File: src/rtl/sin_cos_pkg.sv
// Shared types and elaboration-time constants for the sin_cos_nco generator:
// FSM states, CORDIC arctangent table / gain-compensated start vector, dither LFSR.
package sin_cos_pkg;

  typedef enum logic [1:0] {
    IDLE,
    ROTATE,
    HOLD
  } state_t;

  localparam real PI_R = 3.14159265358979323846;

  // Fibonacci LFSR x^16+x^14+x^13+x^11+1, shifting right: feedback from bits 0,2,3,5.
  localparam logic [15:0] LFSR_TAPS = 16'h002D;
  localparam logic [15:0] LFSR_SEED = 16'hACE1;

  // atan(2^-i) in angle units where 2^(zw-1) represents pi.
  function automatic longint atan_tab(input int i, input int zw);
    return longint'($atan(1.0 / (2.0 ** i)) / PI_R * (2.0 ** (zw - 1)));
  endfunction

  // Start x so the CORDIC gain brings the final vector to full scale.
  function automatic longint cordic_x0(input int width, input int iters);
    real k;
    k = 1.0;
    for (int i = 0; i < iters; i++) begin
      k = k / $sqrt(1.0 + 2.0 ** (-2 * i));
    end
    return longint'(k * ((2.0 ** (width - 1)) - 1.0));
  endfunction

endpackage

File: src/rtl/cordic_iter_core.sv
// Iterative CORDIC rotation engine: quadrant fold on start, one micro-rotation
// per cycle while run is high, then quadrant sign/swap and saturation into sin/cos.
module cordic_iter_core
  import sin_cos_pkg::*;
#(
  parameter int WIDTH = 21,
  parameter int ITERS = 18
) (
  input  logic                    clk,
  input  logic                    reset,
  input  logic                    start,
  input  logic                    run,
  input  logic [WIDTH+1:0]        phase,
  output logic                    last,
  output logic signed [WIDTH-1:0] sin,
  output logic signed [WIDTH-1:0] cos
);

  localparam int ZW = WIDTH + 2;
  localparam int CW = $clog2(ITERS + 1);
  localparam logic signed [ZW-1:0] X0 = ZW'(cordic_x0(WIDTH, ITERS));
  localparam logic signed [ZW-1:0] FS = ZW'((longint'(1) << (WIDTH - 1)) - 1);

  logic signed [ZW-1:0] atan_rom [2**CW];

  for (genvar g = 0; g < 2**CW; g++) begin : g_atan
    localparam logic signed [ZW-1:0] A = (g < ITERS) ? ZW'(atan_tab(g, ZW)) : '0;
    assign atan_rom[g] = A;
  end

  logic signed [ZW-1:0] x, y, z;
  logic signed [ZW-1:0] x_sh, y_sh;
  logic signed [ZW-1:0] s_sel, c_sel;
  logic [1:0]           quad;
  logic [CW-1:0]        cnt;

  assign x_sh = x >>> cnt;
  assign y_sh = y >>> cnt;
  assign last = (cnt == CW'(ITERS));

  function automatic logic signed [WIDTH-1:0] sat(input logic signed [ZW-1:0] v);
    if (v > FS) return WIDTH'(FS);
    else if (v < -FS) return WIDTH'(-FS);
    else return v[WIDTH-1:0];
  endfunction

  // NOTE: every variable gets a default before the case, so no path leaves it
  // unassigned and no latch is inferred.
  always_comb begin
    s_sel = y;
    c_sel = x;
    case (quad)
      2'd1: begin s_sel = x;  c_sel = -y; end
      2'd2: begin s_sel = -y; c_sel = -x; end
      2'd3: begin s_sel = -x; c_sel = y;  end
      default: ;
    endcase
  end

  // NOTE: sequential state uses non-blocking assignments so every register
  // samples the pre-edge values of its neighbours (x and y swap cleanly).
  always_ff @(posedge clk or negedge reset) begin
    if (!reset) begin
      x    <= '0;
      y    <= '0;
      z    <= '0;
      quad <= '0;
      cnt  <= '0;
      sin  <= '0;
      cos  <= '0;
    end else if (start) begin
      x    <= X0;
      y    <= '0;
      z    <= {2'b00, phase[WIDTH-1:0]};
      quad <= phase[ZW-1 -: 2];
      cnt  <= '0;
    end else if (run) begin
      if (!last) begin
        if (!z[ZW-1]) begin
          x <= x - y_sh;
          y <= y + x_sh;
          z <= z - atan_rom[cnt];
        end else begin
          x <= x + y_sh;
          y <= y - x_sh;
          z <= z + atan_rom[cnt];
        end
        cnt <= cnt + CW'(1);
      end else begin
        sin <= sat(s_sel);
        cos <= sat(c_sel);
      end
    end
  end

endmodule

File: src/rtl/sin_cos_nco.sv
// Sine/cosine NCO: phase accumulator, one-shot mode and valid/ready handshakes
// around cordic_iter_core. Optional phase dither enabled by SIN_COS_DITHER_EN.
module sin_cos_nco
  import sin_cos_pkg::*;
#(
  parameter int WIDTH   = 21,
  parameter int PHASE_W = 32,
  parameter int ITERS   = 18
) (
  input  logic                    clk,
  input  logic                    reset,
  input  logic                    freq_we,
  input  logic [PHASE_W-1:0]      freq_word,
  input  logic                    mode,
  input  logic                    in_valid,
  output logic                    in_ready,
  input  logic [PHASE_W-1:0]      phase_in,
  output logic                    out_valid,
  input  logic                    out_ready,
  output logic signed [WIDTH-1:0] sin,
  output logic signed [WIDTH-1:0] cos,
  output logic [PHASE_W-1:0]      phase_out
);

  state_t state, next_state;

  logic                  hs;
  logic                  core_last;
  logic [PHASE_W-1:0]    acc, freq, p_sel, p_lat;
  logic [WIDTH+1:0]      fold_phase;

  assign hs    = in_valid & in_ready;
  assign p_sel = mode ? phase_in : acc;

`ifdef SIN_COS_DITHER_EN
  localparam int DLSB = PHASE_W - WIDTH - 18;

  logic [15:0]        lfsr;
  logic [PHASE_W-1:0] dith, p_dith;

  // Dither lands just below the CORDIC angle resolution; narrow phases keep its top bits.
  if (DLSB >= 0) begin : g_dith_full
    assign dith = PHASE_W'(lfsr) << DLSB;
  end else begin : g_dith_clip
    assign dith = PHASE_W'(lfsr >> (-DLSB));
  end

  assign p_dith     = p_sel + dith;
  assign fold_phase = p_dith[PHASE_W-1 -: WIDTH+2];

  always_ff @(posedge clk or negedge reset) begin
    if (!reset) lfsr <= LFSR_SEED;
    else if (hs) lfsr <= {^(lfsr & LFSR_TAPS), lfsr[15:1]};
  end
`else
  assign fold_phase = p_sel[PHASE_W-1 -: WIDTH+2];
`endif

  always_ff @(posedge clk or negedge reset) begin
    if (!reset) state <= IDLE;
    else        state <= next_state;
  end

  always_comb begin
    next_state = state;
    case (state)
      IDLE:    if (hs)        next_state = ROTATE;
      ROTATE:  if (core_last) next_state = HOLD;
      HOLD:    if (out_ready) next_state = IDLE;
      default:                next_state = IDLE;
    endcase
  end

  // Handshake flags are registered copies of the next state, so they are low
  // while reset is held and independent of in_valid combinationally.
  always_ff @(posedge clk or negedge reset) begin
    if (!reset) begin
      in_ready  <= 1'b0;
      out_valid <= 1'b0;
      acc       <= '0;
      freq      <= '0;
      p_lat     <= '0;
      phase_out <= '0;
    end else begin
      in_ready  <= (next_state == IDLE);
      out_valid <= (next_state == HOLD);
      if (hs) begin
        p_lat <= p_sel;
        if (!mode) acc <= acc + freq;
      end
      if (freq_we) freq <= freq_word;
      if (state == ROTATE && core_last) phase_out <= p_lat;
    end
  end

  cordic_iter_core #(
    .WIDTH (WIDTH),
    .ITERS (ITERS)
  ) u_core (
    .clk   (clk),
    .reset (reset),
    .start (hs),
    .run   (state == ROTATE),
    .phase (fold_phase),
    .last  (core_last),
    .sin   (sin),
    .cos   (cos)
  );

endmodule

File: config.mk
export PLATFORM = sky130hd
export DESIGN_NAME = sin_cos_nco
export DESIGN_NICKNAME = d
export VERILOG_FILES = /design/src/rtl/sin_cos_pkg.sv /design/src/rtl/cordic_iter_core.sv /design/src/rtl/sin_cos_nco.sv
export SDC_FILE = /design/constraint.sdc
export NUM_CORES = 1
export LEC_CHECK = 0
export CAP_MARGIN = 20
export CORE_MARGIN = 2
export CORE_UTILIZATION = 35
export CTS_CLUSTER_DIAMETER = 200
export DETAILED_ROUTE_END_ITERATION = 6
export PLACE_DENSITY = 0.56
export SETUP_SLACK_MARGIN = 0.15
export SLEW_MARGIN = 20
export SYNTH_ARGS = -nofsm -noshare
export SYNTH_HDL_FRONTEND = slang
export SYNTH_HIERARCHICAL = 1
export SYNTH_SLANG_ARGS = --single-unit
export TNS_END_PERCENT = 5
File: constraint.sdc
create_clock -name clk -period 17.5 [get_ports clk]
set_clock_uncertainty 0.2 [all_clocks]
set_input_delay 1.75 -clock clk [delete_from_list [all_inputs] [get_ports clk]]
set_output_delay 1.75 -clock clk [all_outputs]
set_load 0.02 [all_outputs]
==> reports/qor.yml <==
num_rows: 91
grt_pass1_vias: 19110
start_util: 0.3556
die-area_um2: 64960
area_growth_pct: 14.26
synth_compound_gate_area_share: 0.2085
final_area_um2: 25170
end_kind: "flop"
syn_nets: 2686
synth_edf_count: 0
fmax_mhz: 155.8
synth_ff_type: "dfrtp_1"
die_h_um: 254.9
ys_warn_count: 6
cts_hold_buffers: 0
yosys.area_share.xor_xnor: 0.05845
post-route-util: 0.4064
cts_resized: 0
yosys-top-cells-area: "dfrtp_1 (28%), mux4_2 (6.8%), ha_1 (6.6%)"
ant_nets: 0
synth_top_family_by_area: "compound AO/OA/AOI/OAI gates"
drive_gt1_frac: 0.1363
cts_tree: "built"
min_delay_worst_endpoint: "state[0]"
wire_per_inst_um: 20.00
overflow: 0
vias: 19490
fin_nets: 2713
synth_fa_ha_area_frac: 0.07009
drt_iter0_drc: 1513
cts_buffer_depth: 3
finalSetupViolCount: 0
yosysSeqAreaShare: 0.2840
slew_headroom: 0.2860
syn_inst: 2495
tightest_slew_ns: 1.069
rrSetupSlack_ns: 11.08
place_area_um2: 23970
async_reset_ff_frac: 1.000
synth_area_leader_cell: "dfrtp_1"
antenna_cells: 0
pin_count: 146
fp.dieW_um: 254.9
htreeDepth: 2
min_from: "state[1]"
final.setup.tns_ns: 0
hold_path_depth: 1
worstPathArrival_ns: 6.68
worstSkewPairLatency_ns: 0.55
crit_type: "flop to flop"
dp.cells: 3321
yosys.area_share.simple: 0.1698
timing.rr.end: "u_core/y[22]"
antenna_found_initial: 0
reg2reg_from: "u_core/cnt[2]"
hold_class: "flop to flop"
viasPerCell: 5.764
grt_max_degree: 79
min_period_ns: 6.420
drc: 0
worstSetupStartpointType: "flop"
coreArea_um2: 61940
drt-total-wl_um: 67640
synth.top_cell.area_share: 0.2840
synth_mux_area_frac: 0.1615
required_ns: 17.76
cts-root-buf: "clkbuf_16"
slew_violations: 0
cap_viol_max_count: 0
ys_seq_elements: 250
cts_setup_buffers: 0
r2r_cells: 18
status: "finished clean"
hpwl_um: 49590
fin_cells: 3382
hold_viol_final: 0
fin_crit_sh: 0.3669
syn_area_um2: 22030
grt_usage: 0.2083
drt-pass1-iter-count: 7
path_max_fanout: 60
grt_pass1_wl_um: 107700
clk_pin_slew_worst_paths_ns: 0.06
yosysUniqueCellTypes: 108
numPortBuffers: 145
place.gp.congestion: 0.8967
clock_sinks: 250
rsz0062_at_grt: "false"
postSynthAreaPerCell_um2: 8.829
numCtsBuffers: 34
-- through the flow --
stage | hold WS, ns | setup WS, ns
4_1_cts | 0.2750 | 11.02
3_5_place_dp | 0.2630 | 11.08
5_1_grt | 0.3090 | 10.71
6_report | 0.2719 | 11.08
2_1_floorplan | 0.2359 | 12.02
3_3_place_gp | 0.2562 | 11.15
-- worst max-delay path by stage --
stage,cells past startpoint,to,slack [ns],from
6_report,18,u_core/y[22],11.08,u_core/cnt[2]
5_1_grt,18,u_core/y[22],10.71,u_core/cnt[2]
4_1_cts,21,u_core/y[22],11.02,u_core/cnt[0]
3_5_place_dp,21,u_core/y[22],11.08,u_core/cnt[0]
3_3_place_gp,21,u_core/y[22],11.15,u_core/cnt[0]
2_1_floorplan,25,u_core/y[22],12.02,u_core/cnt[1]
-- routing by layer --
layer,routed length [um],vias to the layer above,GRT usage,part of all wire
met4,1828,0,0.06282,0.027
met3,3837,105,0.02868,0.057
li1,-,9201,-,-
met5,0,-,0,0
met2,32450,633,0.3506,0.48
met1,29520,9555,0.2778,0.44
-- critical path, stage by stage (launching register included) --
cell	delay (ns)
dfrtp_2	0.33
buf_4	0.52
inv_1	0.54
mux4_2	0.70
mux4_2	0.54
ha_1	0.24
nor2_1	0.12
xor2_1	0.17
ha_1	0.28
nor2b_1	0.16
o31a_1	0.28
o41a_1	0.36
o2111ai_1	0.35
a31oi_1	0.24
a221o_1	0.37
o41ai_1	0.33
xnor2_1	0.14
or3_1	0.32
a21oi_1	0.14
-- cells in the mapped netlist (39+ instances only) --
cell,count
a21o_1,45
a21oi_1,186
clkbuf_1,126
dfrtp_1,250
ha_1,117
inv_1,56
mux2_2,114
mux2i_1,66
mux4_2,67
nand2_1,315
nand3_1,39
nor2_1,173
nor3_1,53
o21ai_0,156
xnor2_1,89
xor2_1,58
-- cells in the final DEF (no fill, tap or decap), types with 9 or more instances in the layout --
master           Yosys  final
dfrtp_1            250    246
or3_1               21     21
o22ai_1             17     17
o21ai_0            156    156
mux2_2             114    114
xnor2_1             89     89
a211o_1             10     10
xor2_1              58     58
and2_1              14     14
a22o_1              11     11
mux4_2              67     67
o221ai_1            12     12
a21o_1              45     45
inv_1               56     56
clkdlybuf4s50_1      0    143
nand4_1             24     24
mux2i_1             66     66
nor2_1             173    173
a211oi_1            28     28
nor3b_1             11     11
and3_1              19     19
nor2b_1             15     15
nand2b_1            25     24
nand2_1            315    312
buf_4                7     32
nor4_1              11     11
a21oi_1            186    186
o211ai_1            30     30
a311oi_1             9      9
or2_2               10     10
a31oi_1             33     33
o21a_1              26     26
nor3_1              53     53
ha_1               117    117
nand3_1             39     39
o21bai_1            14     14
o31ai_1             20     20
clkbuf_16            0     34
-- layout make-up --
cell class	count	area (um^2)
Timing Repair Buffer	179	1747
Fill cell	6132	36770
Clock inverter	12	191.4
Multi-Input combinational cell	1995	14740
Inverter	62	234.0
Sequential cell	250	6264
Tap cell	837	1047
Clock buffer	47	949.7
-- state kept, by name, summed over array words and instances (netlist names) --
signal / flops
u_core/cnt: 5
u_core/z: 23
u_core/quad: 2
u_core/y: 23
phase_out: 32
u_core/x: 23
state: 2
u_core/cos: 21
freq: 32
in_ready: 1
p_lat: 32
acc: 32
out_valid: 1
u_core/sin: 21
-- cell families after synthesis --
logic type / after synthesis
muxes: 251
AOI/OAI and AO/OA: 692
DFF: 250
adders and majority gates: 121
buffers and inverters: 250
xor gates and xnor gates: 147
and+or+nand+nor: 784
Power is not shown: default switching activity piles up to over one toggle a cycle in this logic, so the estimate is an artifact.
